### config.mk
export PLATFORM = sky130hd
export DESIGN_NAME = datapath_regs_flat
export DESIGN_NICKNAME = d
export VERILOG_FILES = /design/src/rtl/cpu_pkg.sv /design/src/rtl/datapath_regs_if.sv /design/src/rtl/datapath_regs_reg16.sv /design/src/rtl/datapath_regs.sv /design/src/flat_wrapper.sv
export SDC_FILE = /design/constraint.sdc
export NUM_CORES = 1
export LEC_CHECK = 0
export ABC_CLOCK_PERIOD_IN_PS = 5000
export BUFFER_PORTS_ARGS = -buffer_cell sky130_fd_sc_hd__buf_2
export CAP_MARGIN = 20
export CORE_MARGIN = 4
export CORE_UTILIZATION = 55
export CTS_CLUSTER_DIAMETER = 50
export CTS_CLUSTER_SIZE = 25
export DETAILED_ROUTE_END_ITERATION = 7
export PLACE_DENSITY = 0.83
export REMOVE_ABC_BUFFERS = 1
export SYNTH_ARGS = -nofsm -noshare
export SYNTH_HDL_FRONTEND = slang
export SYNTH_SLANG_ARGS = --single-unit
### constraint.sdc
create_clock -name clk -period 5 [get_ports clk]
set_clock_uncertainty 0.15 [all_clocks]
set_input_delay 0.5 -clock clk [delete_from_list [all_inputs] [get_ports clk]]
set_output_delay 0.5 -clock clk [all_outputs]
set_load 0.05 [all_outputs]
### src/rtl/cpu_pkg.sv
// Shared encodings between the register datapath and the control unit:
// bus-source select codes and the bit positions inside the strobe vectors.
package cpu_pkg;

  localparam int DATA_W = 16;

  typedef enum logic [3:0] {
    SRC_NONE = 4'd0,
    SRC_PC   = 4'd1,
    SRC_AR   = 4'd2,
    SRC_IR   = 4'd4,
    SRC_AC   = 4'd5,
    SRC_R    = 4'd6,
    SRC_R1   = 4'd7,
    SRC_R2   = 4'd8,
    SRC_R3   = 4'd9,
    SRC_R4   = 4'd10,
    SRC_DM   = 4'd12,
    SRC_IM   = 4'd13,
    SRC_AC2  = 4'd14
  } src_e;

  // write_en bit positions
  localparam int WE_PC     = 1;
  localparam int WE_AR     = 2;
  localparam int WE_IR     = 3;
  localparam int WE_AC     = 4;
  localparam int WE_R      = 5;
  localparam int WE_R4     = 7;
  localparam int WE_R3     = 8;
  localparam int WE_R2     = 9;
  localparam int WE_R1     = 10;
  localparam int WE_DM     = 11;
  localparam int WE_AC_ALU = 12;

  // inc_en / clr_en bit positions
  localparam int INC_PC = 1;
  localparam int INC_AC = 4;
  localparam int CLR_PC = 1;
  localparam int CLR_AR = 2;
  localparam int CLR_AC = 4;

endpackage

### src/rtl/datapath_regs_if.sv
// Control/memory-facing signal bundle of the register datapath.
// master = control unit and memories, slave = the datapath itself.
interface datapath_regs_if;
  logic [3:0]  read_en;
  logic [15:0] write_en;
  logic [15:0] inc_en;
  logic [15:0] clr_en;
  logic [15:0] alu_result;
  logic [15:0] ac_q;
  logic [15:0] r_q;
  logic [15:0] im_addr;
  logic [15:0] im_rdata;
  logic [15:0] dm_addr;
  logic [15:0] dm_wdata;
  logic        dm_we;
  logic [15:0] dm_rdata;
  logic [4:0]  instruction;
  logic        z;

  modport master (
    output read_en, write_en, inc_en, clr_en, alu_result, im_rdata, dm_rdata,
    input  ac_q, r_q, im_addr, dm_addr, dm_wdata, dm_we, instruction, z
  );

  modport slave (
    input  read_en, write_en, inc_en, clr_en, alu_result, im_rdata, dm_rdata,
    output ac_q, r_q, im_addr, dm_addr, dm_wdata, dm_we, instruction, z
  );
endinterface

### src/rtl/datapath_regs_reg16.sv
// One 16-bit datapath register: clear beats load beats increment beats hold.
module reg16 (
  input  logic        clk,
  input  logic        rst,
  input  logic        clr,
  input  logic        load,
  input  logic        inc,
  input  logic [15:0] d,
  output logic [15:0] q
);

  logic [15:0] q_reg;

  always_ff @(posedge clk or posedge rst) begin
    if (rst)       q_reg <= 16'h0000;
    else if (clr)  q_reg <= 16'h0000;
    else if (load) q_reg <= d;
    else if (inc)  q_reg <= q_reg + 16'd1;
  end

  assign q = q_reg;

endmodule

### src/rtl/datapath_regs.sv
// Register file of the accumulator CPU around a single shared 16-bit bus.
// Every register samples the bus value present before the edge, so self-loads are safe.
module datapath_regs
  import cpu_pkg::*;
(
  input  logic             clk,
  input  logic             rst,
  datapath_regs_if.slave   bus_if
);

  logic [15:0] bus;
  logic [15:0] pc_q, ar_q, ir_q, ac_q, r_q;
  logic [15:0] gp_q [4];   // R1..R4
  logic [15:0] ac_d;
  logic        ac_load;

  always_comb begin
    bus = 16'h0000;
    case (src_e'(bus_if.read_en))
      SRC_PC:  bus = pc_q;
      SRC_AR:  bus = ar_q;
      SRC_IR:  bus = {5'b0, ir_q[15:5]};
      SRC_AC:  bus = ac_q;
      SRC_R:   bus = r_q;
      SRC_R1:  bus = gp_q[0];
      SRC_R2:  bus = gp_q[1];
      SRC_R3:  bus = gp_q[2];
      SRC_R4:  bus = gp_q[3];
      SRC_DM:  bus = bus_if.dm_rdata;
      SRC_IM:  bus = bus_if.im_rdata;
      SRC_AC2: bus = ac_q;
      default: bus = 16'h0000;
    endcase
  end

  // A bus load into AC outranks the ALU write-back when both strobe together.
  assign ac_load = bus_if.write_en[WE_AC] | bus_if.write_en[WE_AC_ALU];
  assign ac_d    = bus_if.write_en[WE_AC] ? bus : bus_if.alu_result;

  reg16 u_pc (.clk(clk), .rst(rst), .clr(bus_if.clr_en[CLR_PC]), .load(bus_if.write_en[WE_PC]),
              .inc(bus_if.inc_en[INC_PC]), .d(bus), .q(pc_q));
  reg16 u_ar (.clk(clk), .rst(rst), .clr(bus_if.clr_en[CLR_AR]), .load(bus_if.write_en[WE_AR]),
              .inc(1'b0), .d(bus), .q(ar_q));
  reg16 u_ir (.clk(clk), .rst(rst), .clr(1'b0), .load(bus_if.write_en[WE_IR]),
              .inc(1'b0), .d(bus), .q(ir_q));
  reg16 u_ac (.clk(clk), .rst(rst), .clr(bus_if.clr_en[CLR_AC]), .load(ac_load),
              .inc(bus_if.inc_en[INC_AC]), .d(ac_d), .q(ac_q));
  reg16 u_r  (.clk(clk), .rst(rst), .clr(1'b0), .load(bus_if.write_en[WE_R]),
              .inc(1'b0), .d(bus), .q(r_q));

  // R1..R4 sit on descending write_en bits 10..7.
  generate
    for (genvar gi = 0; gi < 4; gi++) begin : g_gp
      reg16 u_gp (.clk(clk), .rst(rst), .clr(1'b0), .load(bus_if.write_en[WE_R1 - gi]),
                  .inc(1'b0), .d(bus), .q(gp_q[gi]));
    end
  endgenerate

  assign bus_if.ac_q        = ac_q;
  assign bus_if.r_q         = r_q;
  assign bus_if.im_addr     = pc_q;
  assign bus_if.dm_addr     = ar_q;
  assign bus_if.dm_wdata    = bus;
  assign bus_if.dm_we       = bus_if.write_en[WE_DM];
  assign bus_if.instruction = ir_q[4:0];
  assign bus_if.z           = (ac_q == 16'h0000);

  logic unused_strobes;
  assign unused_strobes = ^{bus_if.write_en[0], bus_if.write_en[6], bus_if.write_en[15:13],
                            bus_if.inc_en[15:5], bus_if.inc_en[3:2], bus_if.inc_en[0],
                            bus_if.clr_en[15:5], bus_if.clr_en[3], bus_if.clr_en[0]};

endmodule

### src/flat_wrapper.sv
// flat-port wrapper written by rule: the top's interface ports become plain ports
module datapath_regs_flat import cpu_pkg::*;
  (clk, rst, bus_if_read_en, bus_if_write_en, bus_if_inc_en, bus_if_clr_en, bus_if_alu_result, bus_if_im_rdata, bus_if_dm_rdata, bus_if_ac_q, bus_if_r_q, bus_if_im_addr, bus_if_dm_addr, bus_if_dm_wdata, bus_if_dm_we, bus_if_instruction, bus_if_z);
  datapath_regs_if bus_if_i ();
  input  logic clk;
  input  logic rst;
  input wire logic [$bits(bus_if_i.read_en)-1:0] bus_if_read_en;
  input wire logic [$bits(bus_if_i.write_en)-1:0] bus_if_write_en;
  input wire logic [$bits(bus_if_i.inc_en)-1:0] bus_if_inc_en;
  input wire logic [$bits(bus_if_i.clr_en)-1:0] bus_if_clr_en;
  input wire logic [$bits(bus_if_i.alu_result)-1:0] bus_if_alu_result;
  input wire logic [$bits(bus_if_i.im_rdata)-1:0] bus_if_im_rdata;
  input wire logic [$bits(bus_if_i.dm_rdata)-1:0] bus_if_dm_rdata;
  output wire logic [$bits(bus_if_i.ac_q)-1:0] bus_if_ac_q;
  output wire logic [$bits(bus_if_i.r_q)-1:0] bus_if_r_q;
  output wire logic [$bits(bus_if_i.im_addr)-1:0] bus_if_im_addr;
  output wire logic [$bits(bus_if_i.dm_addr)-1:0] bus_if_dm_addr;
  output wire logic [$bits(bus_if_i.dm_wdata)-1:0] bus_if_dm_wdata;
  output wire logic [$bits(bus_if_i.dm_we)-1:0] bus_if_dm_we;
  output wire logic [$bits(bus_if_i.instruction)-1:0] bus_if_instruction;
  output wire logic [$bits(bus_if_i.z)-1:0] bus_if_z;
  assign bus_if_i.read_en = bus_if_read_en;
  assign bus_if_i.write_en = bus_if_write_en;
  assign bus_if_i.inc_en = bus_if_inc_en;
  assign bus_if_i.clr_en = bus_if_clr_en;
  assign bus_if_i.alu_result = bus_if_alu_result;
  assign bus_if_i.im_rdata = bus_if_im_rdata;
  assign bus_if_i.dm_rdata = bus_if_dm_rdata;
  assign bus_if_ac_q = bus_if_i.ac_q;
  assign bus_if_r_q = bus_if_i.r_q;
  assign bus_if_im_addr = bus_if_i.im_addr;
  assign bus_if_dm_addr = bus_if_i.dm_addr;
  assign bus_if_dm_wdata = bus_if_i.dm_wdata;
  assign bus_if_dm_we = bus_if_i.dm_we;
  assign bus_if_instruction = bus_if_i.instruction;
  assign bus_if_z = bus_if_i.z;
  datapath_regs u_core (.clk(clk), .rst(rst), .bus_if(bus_if_i));
endmodule
# Word-level counts from Yosys, hierarchy flattened

Cells that the tools add are included.

Word-level logic and storage cells: 39
Register bits after elaboration: 144
Output and inout bits: 87
Input bits: 102

Reduce and logical (&&, ||, !) cells: 5
Multiplexer cells: 10
Add/sub/neg operators: 2
Equality and inequality tests: 12
Bitwise logic cells: 1

Operator list:

| kind                    | number |
|---|---|
| $pmux W16 S11           | 1 |
| $mux W16                | 9 |
| $add A16 B1 Y16 const B | 2 |
| $eq A4 B4 Y1 const B    | 6 |
| $eq A4 B3 Y1 const B    | 4 |
| $logic_not A16 Y1       | 1 |
| $reduce_bool A3 Y1      | 2 |
| $eq A4 B1 Y1 const B    | 1 |
| $eq A4 B2 Y1 const B    | 1 |
| $reduce_bool A2 Y1      | 1 |
| $reduce_or A2 Y1        | 1 |
| $or A1 B1 Y1            | 1 |

# Depth between registers and ports, before layout

Gate-level depths: netlist of the first run.

Depth in word-level cells: 6
Gate-level depth with buffers: 9
Gate-level depth less buffers: 6

# Hierarchy

From an unflattened synthesis of the first run, not the netlist that was laid out.

Cells, all modules: 1280
Area, all modules: 11277.1 sq um

Modules (own cells, without submodules):

| module        | seq. area each (sq um) | area each (sq um) | instances | cells an instance |
|---|---|---|---|---|
| reg16         | 400.4                  | 1017.2            | 9         | 111 |
| datapath_regs | 0.0                    | 2122.0            | 1         | 281 |

# Worst setup path before layout of the first run

No wires, ideal clock.

Path kind: input to output
Start: in bus_if_read_en[3]
End: out bus_if_dm_wdata[4]
Cell stages on the path: 7
Arrival: 2.220 ns
Setup slack: 2.130 ns
Path buffers: 2
Data required time: 4.350 ns
Cell sequence: buf_2 -> buf_2 -> mux2_2 -> a221oi_1 -> a31oi_1 -> a311oi_4 -> inv_1

Word-level cells in the longest chain between the ends: 3
Elaborated cells on any way between the ends: 14
Those cells by class: eq/ne (12); mux (1); reduce/logical (1)

RTL lines:

| element                                      | line                | text |
|---|---|---|
| start, declared                              | flat_wrapper.sv:7   | `input wire logic [$bits(bus_if_i.read_en)-1:0] bus_if_read_en;` |
| $eq A4 B3 Y1 or $eq A4 B4 Y1 (tied branches) | datapath_regs.sv:19 | `case (src_e'(bus_if.read_en))` |
| $reduce_or A2 Y1 (no line)                   | n/a                 |  |
| $pmux W16 S11 (*)                            | datapath_regs.sv:19 |  |
| end, declared                                | flat_wrapper.sv:18  | `output wire logic [$bits(bus_if_i.dm_wdata)-1:0] bus_if_dm_wdata;` |

Every way passes the cells marked *; elsewhere a longest branch is shown, timed or not.

# Worst setup path after layout of the first run

Start: in bus_if_read_en[2]
End: out bus_if_dm_wdata[9]

The elaborated chain is that of the path after synthesis.

==> results of run 1 <==
worst paths after layout:
path / start / endpoint / slack (ns)
max: bus_if_read_en[2] / bus_if_dm_wdata[9] / 1.30
max reg2reg: u_core.u_ac.q[12]$_DFFE_PP0P_ / u_core.u_ar.q[12]$_DFFE_PP0P_ / 2.72
min reg2reg: u_core.g_gp[2].u_gp.q[5]$_DFFE_PP0P_ / u_core.g_gp[2].u_gp.q[5]$_DFFE_PP0P_ / 0.37
min in group clk: bus_if_clr_en[1] / u_core.u_pc.q[11]$_DFFE_PP0P_ / 0.20
max in group asynchronous: rst / u_core.u_r.q[4]$_DFFE_PP0P_ / 3.42
min: rst / u_core.g_gp[3].u_gp.q[5]$_DFFE_PP0P_ / 0.12
area by class of cell:
| cell class | count | area, um^2 | area share, % |
|---|---|---|---|
| multi-input cells | 646 | 4135 | 43.32 |
| flip-flops and latches | 144 | 3603 | 37.75 |
| repair buffers | 172 | 905.9 | 9.489 |
| clock buffers | 21 | 450.4 | 4.718 |
| well taps | 184 | 230.2 | 2.412 |
| clock inverters | 11 | 115.1 | 1.206 |
| inverters | 27 | 106.4 | 1.114 |
where the power goes:
group          switching, mW  internal [mW]
Combinational          0.643          0.266
Clock                  0.490          0.742
Sequential             0.126           1.30
Total                   1.26           2.31
logic make-up after synthesis:
group	Yosys count	synth area share, %
and+or+nand+nor	306	19.64
AOI/OAI and AO/OA	270	22.28
DFF	144	43.88
buffers and inverters	107	5.760
muxes	43	5.424
xor gates and xnor gates	24	2.560
adders and majority gates	3	0.4572
synthesized netlist by cell type (all sizes together), types with 10 or more instances:
library cell / count
a211oi: 31
nand3: 21
nor3: 12
xor2: 10
clkbuf: 43
nand4: 11
buf: 37
mux2: 12
o21ai: 22
o22ai: 14
dfrtp: 144
xnor2: 14
nand2: 38
inv: 26
nor2: 136
a21oi: 130
mux2i: 31
through the flow:
step / instance area, um^2 / hold slack (ns) / utilization, %
finish: 9547 / 0.1194 / 65.44
global placement: 8981 / 0.3495 / 61.56
global route: 9547 / 0.1853 / 65.44
floorplan: 7840 / 0.3313 / -
detailed placement: 8981 / 0.3588 / 61.56
CTS: 9547 / 0.1586 / 65.44
per-layer routing:
metal  track usage, %  vias up
li1                 -     3476
met1            43.78     3732
met2            45.59      563
met3            8.923       73
met4            9.963        0
met5                0        -
==> impl_metrics.tcl, run 1 <==
set metrics [dict create \
    via_per_inst 6.510 \
    ant_nets 0 \
    clock_path_buffers 2 \
    finalHoldViolations 0 \
    drt_iter0_drc 1109 \
    postCtsResizedCells 0 \
    post_cts_buffers 0 \
    grt_pass1_vias 7226 \
    die_h_um 130.2 \
    crit_top_cell "buf_2" \
    clock_latency_ns 0.43 \
    drc 0 \
    dieArea_um2 16950 \
    die_w_um 130.2 \
    final_nets 1113 \
    ys_seq_area_share_pct 43.88 \
    outcome "finished clean" \
    wl_met3_um 3181 \
    start_util_pct 56.29 \
    critical_path.top_delay_family "buffers and inverters" \
    mostFrequentLayoutCell "buf_2" \
    core_area_um2 14590 \
    crit_path_top_delay_cell "buf_2" \
    routedWlPerCell_um 21.42 \
    firstDrtPassIters 7 \
    clock-sinks 144 \
    finalSetupTns_ns 0 \
    p_leak_nw 4.414 \
    arrival_ns 3.05 \
    area_growth_pct 16.26 \
    slowest_delay_ns 0.58 \
    slew_viol_final 0 \
    finalSetupViolations 0 \
    power_mw 3.570 \
    max_freq_mhz 270.1 \
    io_pins 189 \
    cts_tree "built" \
    cts_made_buffers 17 \
    min_period_ns 3.703 \
    met2_wirelength_um 11570 \
    grt_first_pass_wirelength_um 39720 \
    num_rows 44 \
    worstPathRequired_ns 4.35 \
    critPathLaunchType "input pin" \
    routed_wl_um 25810 \
    synth_area_leader_cell "dfrtp_1" \
    top_layer "met4" \
    synth_edf_count 0 \
    synthFlopType "dfrtp_1" \
    dpl.hpwl_um 17580 \
    r2r_cells 5 \
    dpl_worst_slack_ns 1.327 \
    final_cells 1205 \
    fin_ws_ns 1.297 \
    ys.warnings.count 0 \
    htree_levels 4 \
    synthCells 897 \
    cts_hold_buf 0 \
    detailroute.via_count 7844 \
    grt_start_max_net_pins 104 \
    relSlewSlack_pct 37.22 \
    tightest_slew_ns 0.9416 \
    path_clk_slew_ns 0.05 \
    post-route-period-util_pct 74.05 \
    grt_overflow 0 \
    yosys-top-cells-area "dfrtp_1 (44%), a21oi_1 (7.9%), nor2_1 (6.2%)" \
    crit_path_end_kind "output pin" \
    vdd.ir_drop.worst_uv 245.5 \
    postSynthAreaPerCell_um2 9.155 \
    power_density_nw_per_um2 373.9 \
    drive_gt1_share_pct 23.60 \
    cp_max_fo 36 \
    layout_common_cells "buf_2 (154), dfrtp_1 (144), nor2_1 (135)" \
    placed_cells 1173 \
    cp_num_cells 8 \
    mappedNetlistArea_um2 8212 \
    gp_congestion 0.9363 \
    rsz0062_at_grt "false" \
    crit_chain "buf_2, buf_4, mux2i_1, o22ai_1, a211o_1, a211oi_4, inv_1, buf_2" \
    antenna_found_initial 0 \
    num_antenna_cells 0 \
    worstHoldPathType "input pin to asynchronous set/reset pin" \
    synth.distinct_cells 79 \
    critPathKind "input pin to output pin" \
    grt_usage_pct 30.78 \
    worst-path-buf-inv 4 \
    synth_top_area_share_pct 43.88 \
    fillers 1208 \
    wl_met1_um 10340 \
    ctsRootBufferMaster "clkbuf_16" \
    largest_reg_flops 64 \
    ys_ff_latch 144 \
    portBuffers 154 \
    maxCapViolCount 0 \
    async_reset_ff_share_pct 100.0 \
]
Note: power is estimated with default switching activity, not from simulation.
==> inputs of run 2 (changes only) <==
--- a/config.mk
+++ b/config.mk
@@ -5,7 +5,7 @@
 export SDC_FILE = /design/constraint.sdc
 export NUM_CORES = 1
 export LEC_CHECK = 0
-export ABC_CLOCK_PERIOD_IN_PS = 5000
+export ABC_CLOCK_PERIOD_IN_PS = 3700
 export BUFFER_PORTS_ARGS = -buffer_cell sky130_fd_sc_hd__buf_2
 export CAP_MARGIN = 20
 export CORE_MARGIN = 4
==> constraint.sdc (replaced) <==
create_clock -name clk -period 3.7 [get_ports clk]
set_clock_uncertainty 0.15 [all_clocks]
set_input_delay 0.37 -clock clk [delete_from_list [all_inputs] [get_ports clk]]
set_output_delay 0.37 -clock clk [all_outputs]
set_load 0.05 [all_outputs]
==> impl_metrics.tcl, run 2 (synthesis gave the netlist of run 1 again) <==
set metrics [dict create \
    power_mw 5.051 \
    relSlewSlack_pct 45.56 \
    worstPathRequired_ns 3.18 \
    mostFrequentLayoutCell "buf_2" \
    postLayoutCellArea_um2 9713 \
    slew_viol_final 0 \
    tightest_slew_ns 0.8166 \
    max_freq_mhz 306.9 \
    hold_path_depth 2 \
    clock_path_buffers 2 \
    ctsRootBufferMaster "clkbuf_16" \
    r2r_cells 5 \
    largest_reg_flops 64 \
    arrival_ns 2.74 \
    routedWlPerCell_um 22.11 \
    rsz0062_at_grt "false" \
    rrSetupSlack_ns 1.36 \
    via_per_inst 6.526 \
    worstHoldPathType "input pin to register" \
    placed_cells 1179 \
    fin_util_pct 66.58 \
    crit_path_end_kind "output pin" \
    outcome "finished clean" \
    post-route-period-util_pct 88.07 \
    cts_tree "built" \
    final_cells 1212 \
    portBuffers 154 \
    maxCapViolCount 0 \
    cts_made_buffers 17 \
    min_period_ns 3.259 \
    grt_start_max_net_pins 89 \
    routed_wl_um 26800 \
    dpl_cell_area_um2 9064 \
    die_h_um 130.2 \
    finalHoldViolations 0 \
    io_pins 189 \
    reg2reg_to "u_core.u_ar.q[4]$_DFFE_PP0P_" \
    antenna_found_initial 0 \
    num_antenna_cells 0 \
    hp-start "bus_if_clr_en[1]" \
    layout_common_cells "buf_2 (154), dfrtp_1 (144), nor2_1 (135)" \
    grt_overflow 0 \
    detailroute.via_count 7910 \
    grt_usage_pct 32.13 \
    firstDrtPassIters 5 \
    drt_iter0_drc 1111 \
    drc 0 \
    dpl.hpwl_um 18520 \
    gp_congestion 0.9308 \
    post_cts_buffers 0 \
    grt_first_pass_wirelength_um 41310 \
    clock-sinks 144 \
    start_util_pct 56.29 \
    die_w_um 130.2 \
    core_area_um2 14590 \
    ant_nets 0 \
    clock_latency_ns 0.43 \
    area_growth_pct 18.28 \
    grt_pass1_vias 7495 \
    power_density_nw_per_um2 520.0 \
    postCtsResizedCells 0 \
    hold_path_end "u_core.u_pc.q[3]$_DFFE_PP0P_" \
    holdWs_ns 0.07167 \
    drive_gt1_share_pct 24.32 \
    critPathKind "input pin to output pin" \
    critPathLaunchType "input pin" \
    p_leak_nw 4.504 \
    final_nets 1120 \
    num_rows 44 \
    path_clk_slew_ns 0.06 \
    dieArea_um2 16950 \
    r2r-start "u_core.u_pc.q[4]$_DFFE_PP0P_" \
    vdd.ir_drop.worst_uv 311.0 \
    finalSetupViolations 0 \
    htree_levels 4 \
    cp_max_fo 30 \
]
run 2: changes by cell type in the layout (fill, tap and decap cells not counted):
cell,before,now
clkinvlp_4,1,0
clkbuf_1,3,0
clkinv_4,2,1
bufinv_16,2,4
buf_4,18,21
clkbuf_8,1,4
dlygate4sd3_1,0,1
buf_12,0,3
run 2: worst max-delay path, cell delays in order:
cell and delay, ns:
buf_2 0.49, mux2_2 0.41, a221oi_1 0.37, a31oi_1 0.12, a311oi_4 0.62, inv_1 0.08, buf_2 0.23
run 2: how the worst max path moves through the flow:
stage,startpoint,end
detailed placement,bus_if_read_en[3],bus_if_dm_wdata[3]
finish,bus_if_read_en[3],bus_if_dm_wdata[4]
floorplan,rst,u_core.g_gp[0].u_gp.q[0]$_DFFE_PP0P_
CTS,bus_if_read_en[3],bus_if_dm_wdata[3]
global placement,bus_if_read_en[3],bus_if_dm_wdata[4]
global route,bus_if_read_en[3],bus_if_dm_wdata[3]
run 2: report_power, final:
group | switching, mW | internal (mW) | total [mW]
combinational | 0.880 | 0.368 | 1.25
sequential | 0.175 | 1.76 | 1.94
clock | 0.673 | 1.19 | 1.87
run 2: cell type report:
cell class | instances | area (um^2)
Clock buffer | 21 | 480.5
Inverter | 27 | 106.4
Fill cell | 1166 | 4876
Clock inverter | 11 | 158.9
Multi-Input combinational cell | 646 | 4135
Timing Repair Buffer | 179 | 998.5
Tap cell | 184 | 230.2
Sequential cell | 144 | 3603
run 2: per-stage QoR:
step	setup slack (ns)	TNS, ns
final	0.4414	0
after global routing	0.3850	0
after CTS	0.5399	0
after detailed placement	0.5466	0
after global placement	0.6058	0
after floorplan	-0.6863	-98.82
run 2: metal layers:
layer  track usage [%]  share of wire, %  up-vias
met2             48.85                46      534
met4             12.47               3.3        0
met1             44.05                39     3815
met3             8.760                12       81
met5                 0                 0        -
li1                  -                 -     3480
run 2: repair_timing:
| action | in CTS | in global routing |
|---|---|---|
| setup endpoints to repair | 0 | 0 |
| hold endpoints to repair | 1 | 0 |
| hold buffers | 1 | 0 |
==> inputs of run 3 (changes only) <==
--- a/config.mk
+++ b/config.mk
@@ -8,8 +8,10 @@
 export ABC_CLOCK_PERIOD_IN_PS = 3700
 export BUFFER_PORTS_ARGS = -buffer_cell sky130_fd_sc_hd__buf_2
 export CAP_MARGIN = 20
+export CELL_PAD_IN_SITES_DETAIL_PLACEMENT = 1
+export CELL_PAD_IN_SITES_GLOBAL_PLACEMENT = 1
 export CORE_MARGIN = 4
-export CORE_UTILIZATION = 55
+export CORE_UTILIZATION = 41
 export CTS_CLUSTER_DIAMETER = 50
 export CTS_CLUSTER_SIZE = 25
 export DETAILED_ROUTE_END_ITERATION = 7
==> impl_metrics.tcl, run 3 (synthesis gave the netlist of run 1 again) <==
set metrics [dict create \
    fin_util_pct 50.39 \
    cts_made_buffers 17 \
    p_leak_nw 4.523 \
    dpl.hpwl_um 21590 \
    max_freq_mhz 297.4 \
    cts_tree "built" \
    num_rows 51 \
    worst-path-buf-inv 4 \
    grt_overflow 0 \
    outcome "finished clean" \
    power_mw 5.119 \
    drt_iter0_drc 640 \
    slowest_delay_ns 0.64 \
    finalHoldViolations 0 \
    crit_chain "buf_2, buf_4, mux2i_1, o22ai_1, nor4_1, and2_1, inv_1, buf_2" \
    fillers 2326 \
    crit_top_cell "buf_2" \
    drive_gt1_share_pct 24.73 \
    largest_reg_flops 64 \
    final_nets 1128 \
    grt_pass1_vias 8357 \
    clock-sinks 144 \
    core_area_um2 19590 \
    die_w_um 149.5 \
    relSlewSlack_pct 48.27 \
    post_cts_buffers 0 \
    ctsRootBufferMaster "clkbuf_16" \
    post-route-period-util_pct 90.87 \
    worstPathRequired_ns 3.18 \
    critPathLaunchType "input pin" \
    routed_wl_um 31260 \
    fin_ws_ns 0.3378 \
    firstDrtPassIters 5 \
    rsz0062_at_grt "false" \
    drc 0 \
    clock_latency_ns 0.43 \
    antenna_found_initial 0 \
    io_pins 189 \
    mostFrequentLayoutCell "buf_2" \
    final_cells 1300 \
    routedWlPerCell_um 24.05 \
    dieArea_um2 22360 \
    start_util_pct 41.92 \
    area_growth_pct 20.20 \
    vdd.ir_drop.worst_uv 334.8 \
    top_layer "met4" \
    finalSetupViolations 0 \
    htree_levels 4 \
    detailroute.via_count 7952 \
    holdWs_ns 0.07043 \
    min_period_ns 3.362 \
    via_per_inst 6.117 \
    critical_path.top_delay_family "buffers and inverters" \
    die_h_um 149.5 \
    placed_cells 1268 \
    worstHoldPathType "input pin to register" \
    clock_path_buffers 2 \
    slew_viol_final 0 \
    wl_met3_um 2732 \
    tightest_slew_ns 0.7760 \
    grt_first_pass_wirelength_um 48870 \
    portBuffers 154 \
    num_antenna_cells 0 \
    path_clk_slew_ns 0.07 \
    power_density_nw_per_um2 518.6 \
    met2_wirelength_um 14510 \
    crit_path_top_delay_cell "nor4_1" \
    postCtsResizedCells 0 \
    wl_met1_um 12990 \
    dpl_worst_slack_ns 0.5399 \
    grt_start_max_net_pins 74 \
    arrival_ns 2.84 \
    crit_path_end_kind "output pin" \
    gp_congestion 0.8604 \
    cp_max_fo 32 \
    grt_usage_pct 28.45 \
    finalSetupTns_ns 0 \
    critPathKind "input pin to output pin" \
    ant_nets 0 \
    postLayoutCellArea_um2 9871 \
    dpl_cell_area_um2 9225 \
    layout_common_cells "buf_2 (154), dfrtp_1 (144), nor2_1 (135)" \
    maxCapViolCount 0 \
]
run 3: area by class of cell:
type | instances | area (um^2) | share of cell area, %
flip-flops and latches | 144 | 3603 | 36.51
clock inverters | 11 | 178.9 | 1.813
well taps | 265 | 331.6 | 3.359
clock buffers | 20 | 456.7 | 4.627
multi-input cells | 646 | 4135 | 41.89
inverters | 27 | 106.4 | 1.077
repair buffers | 187 | 1059 | 10.72
run 3: worst paths after layout:
check                                                     start                                   end  depth (start not counted)  slack, ns
setup / recovery                              bus_if_read_en[2]                   bus_if_dm_wdata[10]                          8       0.34
hold / removal                                 bus_if_clr_en[1]          u_core.u_pc.q[5]$_DFFE_PP0P_                          2       0.07
setup reg to reg                  u_core.u_ac.q[15]$_DFFE_PP0P_         u_core.u_ac.q[15]$_DFFE_PP0P_                          6       1.46
hold reg to reg            u_core.g_gp[2].u_gp.q[3]$_DFFE_PP0P_  u_core.g_gp[2].u_gp.q[3]$_DFFE_PP0P_                          2       0.38
max in group asynchronous                                   rst           u_core.u_r.q[3]$_DFFE_PP0P_                          4       2.07
min in group asynchronous                                   rst          u_core.u_ir.q[4]$_DFFE_PP0P_                          3       0.47
run 3: worst register-to-register path, cell delays in order (launching register included):
cell	delay (ns)
dfrtp_1	0.46
mux2_2	0.30
a221o_1	0.34
a221oi_4	0.39
buf_4	0.25
mux2_2	0.16
a311oi_1	0.04
run 3: routing by layer:
metal	vias up	global-route usage, %
met4	0	10.30
met5	-	0
met1	4006	37.79
met2	379	45.18
li1	3491	-
met3	76	7.268
run 3: power breakdown:
part	switching (mW)	total, mW	leakage [nW]	internal [mW]
clock network	0.714	1.88	0.304	1.17
logic	0.916	1.29	2.45	0.378
registers	0.180	1.94	1.77	1.76
total	1.81	5.12	4.52	3.31
run 3: repair_timing:
item / CTS / global route
hold endpoints to repair: 72 / 0
hold buffers: 1 / 0
setup endpoints to repair: 0 / 0
